===== src/rtl/segment_matrix_scanner_pkg.sv =====
// Shared definitions for the segment matrix scanner.
//   - segment bit indices inside one 8-bit digit byte (active-low a..g, dp)
//   - scan FSM state encoding
//   - glyph table: for every segment, which rows and which cell columns of
//     the 8x4 cell it covers
package segment_matrix_scanner_pkg;

    localparam int SEG_A  = 0;
    localparam int SEG_B  = 1;
    localparam int SEG_C  = 2;
    localparam int SEG_D  = 3;
    localparam int SEG_E  = 4;
    localparam int SEG_F  = 5;
    localparam int SEG_G  = 6;
    localparam int SEG_DP = 7;

    typedef enum logic {
        ST_BLANK = 1'b0,
        ST_DRIVE = 1'b1
    } scan_state_e;

    // Row mask per segment (bit r = row r). Leftmost entry is SEG_DP.
    localparam logic [7:0][7:0] SEG_ROWS = '{
        8'h80,  // dp : r7
        8'h08,  // g  : r3
        8'h06,  // f  : r1-2
        8'h30,  // e  : r4-5
        8'h40,  // d  : r6
        8'h30,  // c  : r4-5
        8'h06,  // b  : r1-2
        8'h01   // a  : r0
    };

    // Cell-column mask per segment (bit c = cell column c). Leftmost is SEG_DP.
    localparam logic [7:0][3:0] SEG_COLS = '{
        4'h8,   // dp : c3
        4'h6,   // g  : c1,c2
        4'h1,   // f  : c0
        4'h1,   // e  : c0
        4'h6,   // d  : c1,c2
        4'h8,   // c  : c3
        4'h8,   // b  : c3
        4'h6    // a  : c1,c2
    };

endpackage


===== src/rtl/segment_matrix_scanner_glyph.sv =====
// seg_glyph_cell: combinational glyph decoder for one column of an 8x4 cell.
// Ports:
//   seg      [7:0] active-low segment bits of the selected digit (a..g, dp)
//   cell_col [1:0] column within the digit cell (0..3)
//   rows     [7:0] active-high rows lit in that column (OR of all segments)
module seg_glyph_cell
    import segment_matrix_scanner_pkg::*;
(
    input  logic [7:0] seg,
    input  logic [1:0] cell_col,
    output logic [7:0] rows
);

    always_comb begin
        rows = 8'h00;
        for (int s = 0; s < 8; s++) begin
            if (!seg[s] && SEG_COLS[s][cell_col])
                rows = rows | SEG_ROWS[s];
        end
    end

endmodule


===== src/rtl/segment_matrix_scanner.sv =====
// segment_matrix_scanner: drives NUM_DIGITS 7-segment glyphs onto an
// 8-row x (4*NUM_DIGITS)-column LED matrix by column scanning.
// Each column owns 2^DWELL_W clocks: BLANK_CYC dead-time clocks first, then
// a PWM on-window set by brightness. Segment data is double buffered
// (shadow <- load, display <- shadow at frame start) so frames never tear.
// Ports:
//   clk, reset_n      clock, asynchronous active-low reset
//   seg_in            active-low segment bytes, digit d at [8d+7:8d]
//   load              strobe: capture seg_in into the shadow register
//   brightness [3:0]  on-time level, 0 = dark, 15 = brightest
//   row_n [7:0]       active-low row drive (registered)
//   col_n             active-low one-hot column drive (registered)
//   frame_start       one-clock pulse at the first cycle of column 0 (registered)
module segment_matrix_scanner
    import segment_matrix_scanner_pkg::*;
#(
    parameter int NUM_DIGITS = 2,
    parameter int DWELL_W    = 13,
    parameter int BLANK_CYC  = 16
) (
    input  logic                    clk,
    input  logic                    reset_n,
    input  logic [8*NUM_DIGITS-1:0] seg_in,
    input  logic                    load,
    input  logic [3:0]              brightness,
    output logic [7:0]              row_n,
    output logic [4*NUM_DIGITS-1:0] col_n,
    output logic                    frame_start
);

    localparam int NUM_COLS = 4 * NUM_DIGITS;
    localparam int COL_W    = $clog2(NUM_COLS);
    localparam logic [COL_W-1:0]    COL_LAST = COL_W'(NUM_COLS - 1);
    localparam logic [NUM_COLS-1:0] COL_ONE  = NUM_COLS'(1);

    logic [DWELL_W-1:0]      dwell, dwell_nxt;
    logic [COL_W-1:0]        col, col_nxt;
    logic                    dwell_wrap;
    logic                    frame_edge;
    scan_state_e             state, state_nxt;
    logic [8*NUM_DIGITS-1:0] shadow, disp, disp_eff;
    logic [7:0]              sel_seg;
    logic [7:0]              cell_rows;
    logic                    lit;
    logic [7:0]              row_n_d;
    logic [NUM_COLS-1:0]     col_n_d;
    logic                    frame_start_d;

    // ---------------- scan counters ----------------
    assign dwell_wrap = &dwell;
    assign dwell_nxt  = dwell + DWELL_W'(1);
    assign frame_edge = (dwell == '0) && (col == '0);

    always_comb begin
        col_nxt = col;
        if (dwell_wrap)
            col_nxt = (col == COL_LAST) ? '0 : col + COL_W'(1);
    end

    always_ff @(posedge clk or negedge reset_n) begin
        if (!reset_n) begin
            dwell <= '0;
            col   <= '0;
        end else begin
            dwell <= dwell_nxt;
            col   <= col_nxt;
        end
    end

    // ---------------- segment double buffer ----------------
    // A load on the frame edge lands in shadow while display takes the
    // pre-load shadow, because both update on the same edge.
    always_ff @(posedge clk or negedge reset_n) begin
        if (!reset_n) begin
            shadow <= '1;
            disp   <= '1;
        end else begin
            if (load)       shadow <= seg_in;
            if (frame_edge) disp   <= shadow;
        end
    end

    // Column 0 cycle 0 must already show the new frame's data (matters when
    // there is no dead time), so bypass the display register on that cycle.
    assign disp_eff = frame_edge ? shadow : disp;

    // ---------------- scan FSM ----------------
    always_ff @(posedge clk or negedge reset_n) begin
        if (!reset_n) state <= ST_BLANK;
        else          state <= state_nxt;
    end

    always_comb begin
        state_nxt = state;
        case (state)
            ST_BLANK: if (int'(dwell_nxt) >= BLANK_CYC)   state_nxt = ST_DRIVE;
            ST_DRIVE: if (dwell_wrap && (BLANK_CYC > 0))  state_nxt = ST_BLANK;
            default:                                      state_nxt = ST_BLANK;
        endcase
    end

    // ---------------- glyph lookup on the selected digit ----------------
    always_comb begin
        sel_seg = 8'hFF;
        for (int d = 0; d < NUM_DIGITS; d++) begin
            if ((int'(col) >> 2) == d)
                sel_seg = disp_eff[8*d +: 8];
        end
    end

    seg_glyph_cell u_glyph (
        .seg      (sel_seg),
        .cell_col (col[1:0]),
        .rows     (cell_rows)
    );

    // ---------------- output decode ----------------
    // PWM: the top four dwell bits form a 16-step ramp per column period.
    always_comb begin
        lit           = (state == ST_DRIVE) && (dwell[DWELL_W-1 -: 4] < brightness);
        row_n_d       = 8'hFF;
        col_n_d       = '1;
        frame_start_d = frame_edge;
        if (lit) begin
            row_n_d = ~cell_rows;
            col_n_d = ~(COL_ONE << col);
        end
    end

    always_ff @(posedge clk or negedge reset_n) begin
        if (!reset_n) begin
            row_n       <= 8'hFF;
            col_n       <= '1;
            frame_start <= 1'b0;
        end else begin
            row_n       <= row_n_d;
            col_n       <= col_n_d;
            frame_start <= frame_start_d;
        end
    end

endmodule


===== config.mk =====
export PLATFORM = sky130hd
export DESIGN_NAME = segment_matrix_scanner
export DESIGN_NICKNAME = d
export VERILOG_FILES = /design/src/rtl/segment_matrix_scanner_pkg.sv /design/src/rtl/segment_matrix_scanner_glyph.sv /design/src/rtl/segment_matrix_scanner.sv
export SDC_FILE = /design/constraint.sdc
export NUM_CORES = 1
export LEC_CHECK = 0
export CORE_AREA = 2 2 74 76
export CTS_CLUSTER_DIAMETER = 200
export DETAILED_ROUTE_END_ITERATION = 6
export DIE_AREA = 0 0 76 78
export DONT_BUFFER_PORTS = 1
export GPL_ROUTABILITY_DRIVEN = 0
export GPL_TIMING_DRIVEN = 0
export PLACE_DENSITY = 0.74
export SLEW_MARGIN = 20
export SYNTH_ARGS = -nofsm -noshare
export SYNTH_HDL_FRONTEND = slang
export SYNTH_HIERARCHICAL = 1
export SYNTH_SLANG_ARGS = --single-unit

===== constraint.sdc =====
create_clock -name clk -period 3.7 [get_ports clk]
set_clock_uncertainty 0.15 [all_clocks]
set_input_delay 0.555 -clock clk [delete_from_list [all_inputs] [get_ports clk]]
set_output_delay 0.555 -clock clk [all_outputs]
set_load 0.02 [all_outputs]

== Word-level counts from Yosys, hierarchy flattened ==
Index checks and enable logic that the tools add are counted.
Storage, ports and cells
  flip-flop bits (word level): 66
  bits in latches: 0
  RAM bits: 0
  ROM bits: 0
  bits of input ports: 23
  output and inout bits: 17
  word-level logic and storage cells: 63
  memories: 0
Cells by class
  $add $sub $neg: 2
  multipliers: 0
  divide/modulo/power cells: 0
  $lt $le $gt $ge: 3
  equality and inequality tests: 1
  shifts and indexed selects: 1
  mux-type cells: 23
  bitwise operators: 3
  reductions and logical operators: 22
Operator list (count)
  8-bit two-way mux: 5
  32-bit logical NOT: 1
  16-bit two-way mux: 1
  8-bit inverter: 2
  13-bit by 1-bit adder with 13-bit output (second input constant): 1
  13-bit by 5-bit greater-or-equal comparator with 1-bit output (second input constant): 1
  13-bit logical NOT: 1
  13-bit AND reduction: 1
  6-bit two-way mux: 2
  1-bit logical AND: 10
  3-bit two-way mux: 3
  1-bit logical NOT: 8
  1-bit by 3-bit << shifter with 8-bit output (first input constant): 1
  7-bit two-way mux: 1
  1-bit binary-select mux with 2-bit select: 3
  1-bit two-way mux: 6
  4-bit less-than comparator: 1
  4-bit two-way mux: 1
  3-bit by 1-bit adder with 3-bit output (second input constant): 1
  3-bit equality test (second input constant): 1
  3-bit logical NOT: 1
  2-bit by 3-bit less-than comparator with 1-bit output (second input constant): 1
  1-bit one-hot mux with 2 select lines: 1
  1-bit inverter: 1

== Logic depth before layout (Yosys ltp) ==
  depth in word-level cells: 17
  mapped depth: 10
  mapped depth without buffers: 8

== Cells and area by module ==
The synthesis kept the hierarchy.
Modules (own cells, without submodules)
  segment_matrix_scanner: instances 1, cells an instance 208, area each 2911.5 um^2
  seg_glyph_cell: instances 1, cells an instance 14, area each 90.1 um^2

== Least setup slack after synthesis ==
Ideal clock, no wire load.
  path type: reg2reg
  start point: register col[0]
  end point: register row_n[2]
  arrival time: 2190 ps
  data required time: 3471 ps
  slack: 1281 ps
  stages on the path, launching flop included: 11
  path buffers: 2
  clock period less this slack: 2419 ps
  cells stage by stage: dfrtp_1 > inv_1 > ha_1 > nor4b_4 > nand4_4 > buf_6 > mux2_4 > mux2_2 > o22ai_1 > buf_4 > nand2_1
On the way
  elaborated cells between the ends (all ways): 22
RTL lines
  start: declaration: RTL line segment_matrix_scanner.sv:37  | logic [COL_W-1:0] col, col_nxt;
  start signal: assignment: RTL line segment_matrix_scanner.sv:66  | col <= col_nxt;
  3-bit logical NOT: RTL line segment_matrix_scanner.sv:52  | assign frame_edge = (dwell == '0) && (col == '0);
  1-bit logical AND: RTL line segment_matrix_scanner.sv:52
  16-bit two-way mux
  net disp_eff[9]: RTL line segment_matrix_scanner.sv:41  | logic [8*NUM_DIGITS-1:0] shadow, disp, disp_eff;
  8-bit two-way mux: RTL line segment_matrix_scanner.sv:106  | if ((int'(col) >> 2) == d)
  net sel_seg[1]: RTL line segment_matrix_scanner.sv:42  | logic [7:0] sel_seg;
  1-bit logical NOT: RTL line segment_matrix_scanner_glyph.sv:17  | if (!seg[s] && SEG_COLS[s][cell_col])
  1-bit logical AND: RTL line segment_matrix_scanner_glyph.sv:17
  (+3 left out)
  6-bit two-way mux: RTL line segment_matrix_scanner_glyph.sv:17
  3-bit two-way mux: RTL line segment_matrix_scanner_glyph.sv:17
  4-bit two-way mux: RTL line segment_matrix_scanner_glyph.sv:17
  8-bit two-way mux: RTL line segment_matrix_scanner_glyph.sv:17
  net cell_rows[2]: RTL line segment_matrix_scanner.sv:43  | logic [7:0] cell_rows;
  8-bit inverter: RTL line segment_matrix_scanner.sv:125  | row_n_d = ~cell_rows;
  8-bit two-way mux: RTL line segment_matrix_scanner.sv:124  | if (lit) begin
  net row_n_d[2]: RTL line segment_matrix_scanner.sv:45  | logic [7:0] row_n_d;
  end signal: assignment: RTL line segment_matrix_scanner.sv:136  | row_n <= row_n_d;
  end: declaration: RTL line segment_matrix_scanner.sv:26  | output logic [7:0] row_n,
The timed path passes the listed nets, and every way through them passes these cells. The select of a mux whose other input is x is not followed.
A chain may end at the register's enable or synchronous reset.

== Worst setup path after layout ==
Same ends and word-level chain as after synthesis.

==> impl_summary.log <==
[metrics] result of the run: finished clean
[metrics] data required time of the worst path: 3810 ps
[metrics] vias in the first global route: 1721
[metrics] largest net degree at the start of global routing: 67
[metrics] Hold Crit Start: seg_in[2]
[metrics] die area: 5930 um^2
[metrics] antenna violations before repair: 0
[metrics] fraction of layout cells with a size suffix above 1: 0.479
[metrics] Fill cells: 390
[metrics] critical path data arrival time: 2880 ps
[metrics] Leakage Power: 1.48 nW
[metrics] CTS H-tree depth: 3
[metrics] Starting Density: 0.595
[metrics] buffers added on ports: 0
[metrics] Die Width: 76 um
[metrics] number of enable flip-flop cells after synthesis: 0
[metrics] end point of the worst hold path: shadow[2]$_DFFE_PN1P_
[metrics] Register-to-Register Setup Slack: 940 ps
[metrics] netlist area before placement: 3000 um^2
[metrics] ratio of total power to cell area: 424 nW/um^2
[metrics] CTS tree: done
[metrics] total I/O pin count: 40
[metrics] proportion of power drawn by combinational gates: 0.049
[metrics] net count of the mapped netlist: 258
[metrics] power spent charging and discharging nets: 0.000311 W
[metrics] post-synthesis simple-gate area fraction: 0.110
[metrics] post_cts resized: 0
[metrics] multiplexer fraction of the synthesized cell area: 0.165
[metrics] async set-reset flop share out of synthesis: 1.00
[metrics] flops & latches, synth: 66
[metrics] Detailed Routing Iterations Pass 1: 4
[metrics] Final Worst Setup Slack: 935 ps
[metrics] cell at the root of the clock tree: clkbuf_8
[metrics] mean routed wirelength per cell: 16.1 um
[metrics] detailed-route DRC error count: 0
[metrics] final critical-path required period: 2760 ps
[metrics] Clk network pwr share: 0.385
[metrics] clock latency at the later pin of the worst-skew pair: 340 ps
[metrics] DRT Wirelength: 5000 um
[metrics] Routed met1 length: 2430 um
[metrics] capturing element type of the critical path: register
[metrics] FF-to-FF Start: col[0]$_DFFE_PN0P_
[metrics] hold buffers post-CTS: 2
[metrics] Met2 Wirelength: 2230 um
[metrics] internal cell power: 0.00109 W
[metrics] fraction of synthesized cell area taken by the top area cell type: 0.420
[metrics] switching share of total power: 0.222
[metrics] Highest Signal Layer: met4
[metrics] Clock Sink Count: 66
[metrics] area leader, netlist: dfstp_2
[metrics] number of antenna repair diodes: 0
[metrics] number of placement rows: 26
[metrics] final global-route overflow total: 0
[metrics] worst slack at placement: 943 ps
[metrics] count of synthesis-stage warnings from yosys: 6
[metrics] number of buffers inserted to repair setup after CTS: 0
[metrics] total number of vias: 1631
[metrics] total of endpoints with negative setup slack in the final report: 0
[metrics] cts bufs inserted: 9
[metrics] Max Fanout on Critical Path: 10
[metrics] Final ANT Viol Nets: 0
[metrics] Die Span Y: 78 um
[metrics] Worst Hold Class: in2reg
[metrics] Worst Setup Path Type: reg2reg
[metrics] largest cells by area after synthesis: dfstp_2 42%, dfrtp_1 15%, mux2_2 12%
[metrics] CTS Buffer Depth: 2
[metrics] sequential element share of the synthesized area: 0.570
[metrics] wire length on met3: 255 um
[metrics] clock slew seen by the registers of the worst setup and hold paths: 70 ps
[metrics] Initial DRC Count: 78
[metrics] count of distinct cell types in the synthesized netlist: 35
[metrics] type of element launching the critical path: register
[metrics] overall fraction of global-route tracks in use: 0.185
[metrics] maximum clock rate: 362 MHz
[metrics] Post-Synth Adder-Cell Area: 0.0542
[metrics] Synth Area in Compound Gates: 0.0271
[metrics] Core Area: 5040 um^2
[metrics] worst slew pin tran: 632 ps
[metrics] gate count after technology mapping: 222
[metrics] total count of max-transition violations in the final report: 0
[metrics] # nets final: 271
[metrics] number of max-capacitance violations reported: 0
[metrics] number of cell instances on the worst register-to-register path: 10
[metrics] setup repair after global routing missed its margin: no
[metrics] Max rail drop VDD: 0.236 mV
[metrics] vias per cell: 5.26
[metrics] area growth from synthesis to layout: 10.2%
[metrics] combinational family with the most area after synthesis: multiplexers
[metrics] leading cell types in the layout, fill and taps excluded: 48 x dfstp_2, 31 x mux2_2, 18 x dfrtp_1
[metrics] Reg-to-Reg End: row_n[2]$_DFF_PN1_
[metrics] syn_area_per_cell: 13.5 um^2
[metrics] area share of xor/xnor cells in the synthesized design: 0.0379
[metrics] Setup TNS: 0 ps
[metrics] crit share post-route: 0.747
[metrics] worst relative slew slack: 0.579
[metrics] first-pass GRT wire length: 8310 um
[metrics] most common cell after layout, fill and taps aside: dfstp_2
[metrics] hold violation total from the final report: 0
[metrics] sequential power share: 0.566
[metrics] HPWL after detailed placement: 3270 um
[metrics] Most used DFF post-synth: dfstp_2
[metrics] Worst Hold Path Cells: 1
## Yosys cell counts, types with 3 or more instances
cell,n
inv_1,12
o22ai_1,3
nand2_1,14
mux2_4,9
and3_1,6
mux2_2,31
clkbuf_1,5
ha_1,13
xor2_1,3
buf_2,3
dfrtp_1,18
nand3_1,13
dfstp_2,48
nor2b_1,3
o21ai_1,3
xnor2_1,10
a21o_1,3
## state kept, by name, summed over array words and instances (netlist names)
name	flops
state	1
col	3
dwell	13
shadow	16
frame_start	1
col_n	8
disp	16
row_n	8
## per-layer routing
layer	vias up	GRT usage
li1	785	-
met1	800	0.243
met2	40	0.268
met3	6	0.0733
met4	0	0.0964
met5	-	0
## final cells by class
cell class              count  area [um^2]  share of cell area
flip-flops and latches     66         1710               0.517
inverters                  13         48.8              0.0148
repair buffers              2         37.5              0.0113
plain buffers              11         60.1              0.0182
clock buffers              12          155              0.0469
multi-input cells         132         1180               0.357
clock inverters             4         26.3             0.00794
well taps                  70         87.6              0.0265
## through the flow
stage / instances / total power (W) / hold slack, ps / util / cell area, um^2
final: 310 / 0.00140 / 217 / 0.656 / 3310
after global routing: 310 / 0.00146 / 185 / 0.656 / 3310
after CTS: 310 / 0.00142 / 200 / 0.656 / 3310
after detailed placement: 292 / 0.000856 / 111 / 0.613 / 3090
after global placement: 292 / 0.000854 / 111 / 0.613 / 3090
after floorplan: 222 / 0.000844 / 109 / - / 3000
## power groups by stage
stage	sequential [W]	combinational [W]	clock [W]
3_3_place_gp	0.000803	0.0000506	0
2_1_floorplan	0.000798	0.0000454	0
5_1_grt	0.000795	0.0000772	0.000590
6_report	0.000793	0.0000684	0.000540
3_5_place_dp	0.000804	0.0000518	0
4_1_cts	0.000793	0.0000703	0.000557
## logic make-up after synthesis
family | count (synthesis)
DFF | 66
and+or+nand+nor | 53
muxes | 41
buffers and inverters | 24
xor gates and xnor gates | 13
adders and majority gates | 13
AOI/OAI and AO/OA | 12
## how the worst max path moves through the flow
stage / from / to / slack [ps] / depth (start not counted)
2_1_floorplan: col[0]$_DFFE_PN0P_ / row_n[2]$_DFF_PN1_ / 1280 / 10
3_3_place_gp: col[0]$_DFFE_PN0P_ / row_n[2]$_DFF_PN1_ / 970 / 10
3_5_place_dp: col[0]$_DFFE_PN0P_ / row_n[2]$_DFF_PN1_ / 940 / 10
4_1_cts: col[0]$_DFFE_PN0P_ / row_n[2]$_DFF_PN1_ / 910 / 10
5_1_grt: col[1]$_DFFE_PN0P_ / row_n[5]$_DFF_PN1_ / 800 / 10
6_report: col[0]$_DFFE_PN0P_ / row_n[2]$_DFF_PN1_ / 940 / 10
## critical path: stages (launching register included)
cell     delay (ps)
dfrtp_1         460
inv_1           140
ha_1            220
nor4b_4         270
nand4_4         240
buf_6           240
mux2_4          310
mux2_2          270
o22ai_1         210
buf_4           140
nand2_1          40
Power figures use the tool's default switching activity.
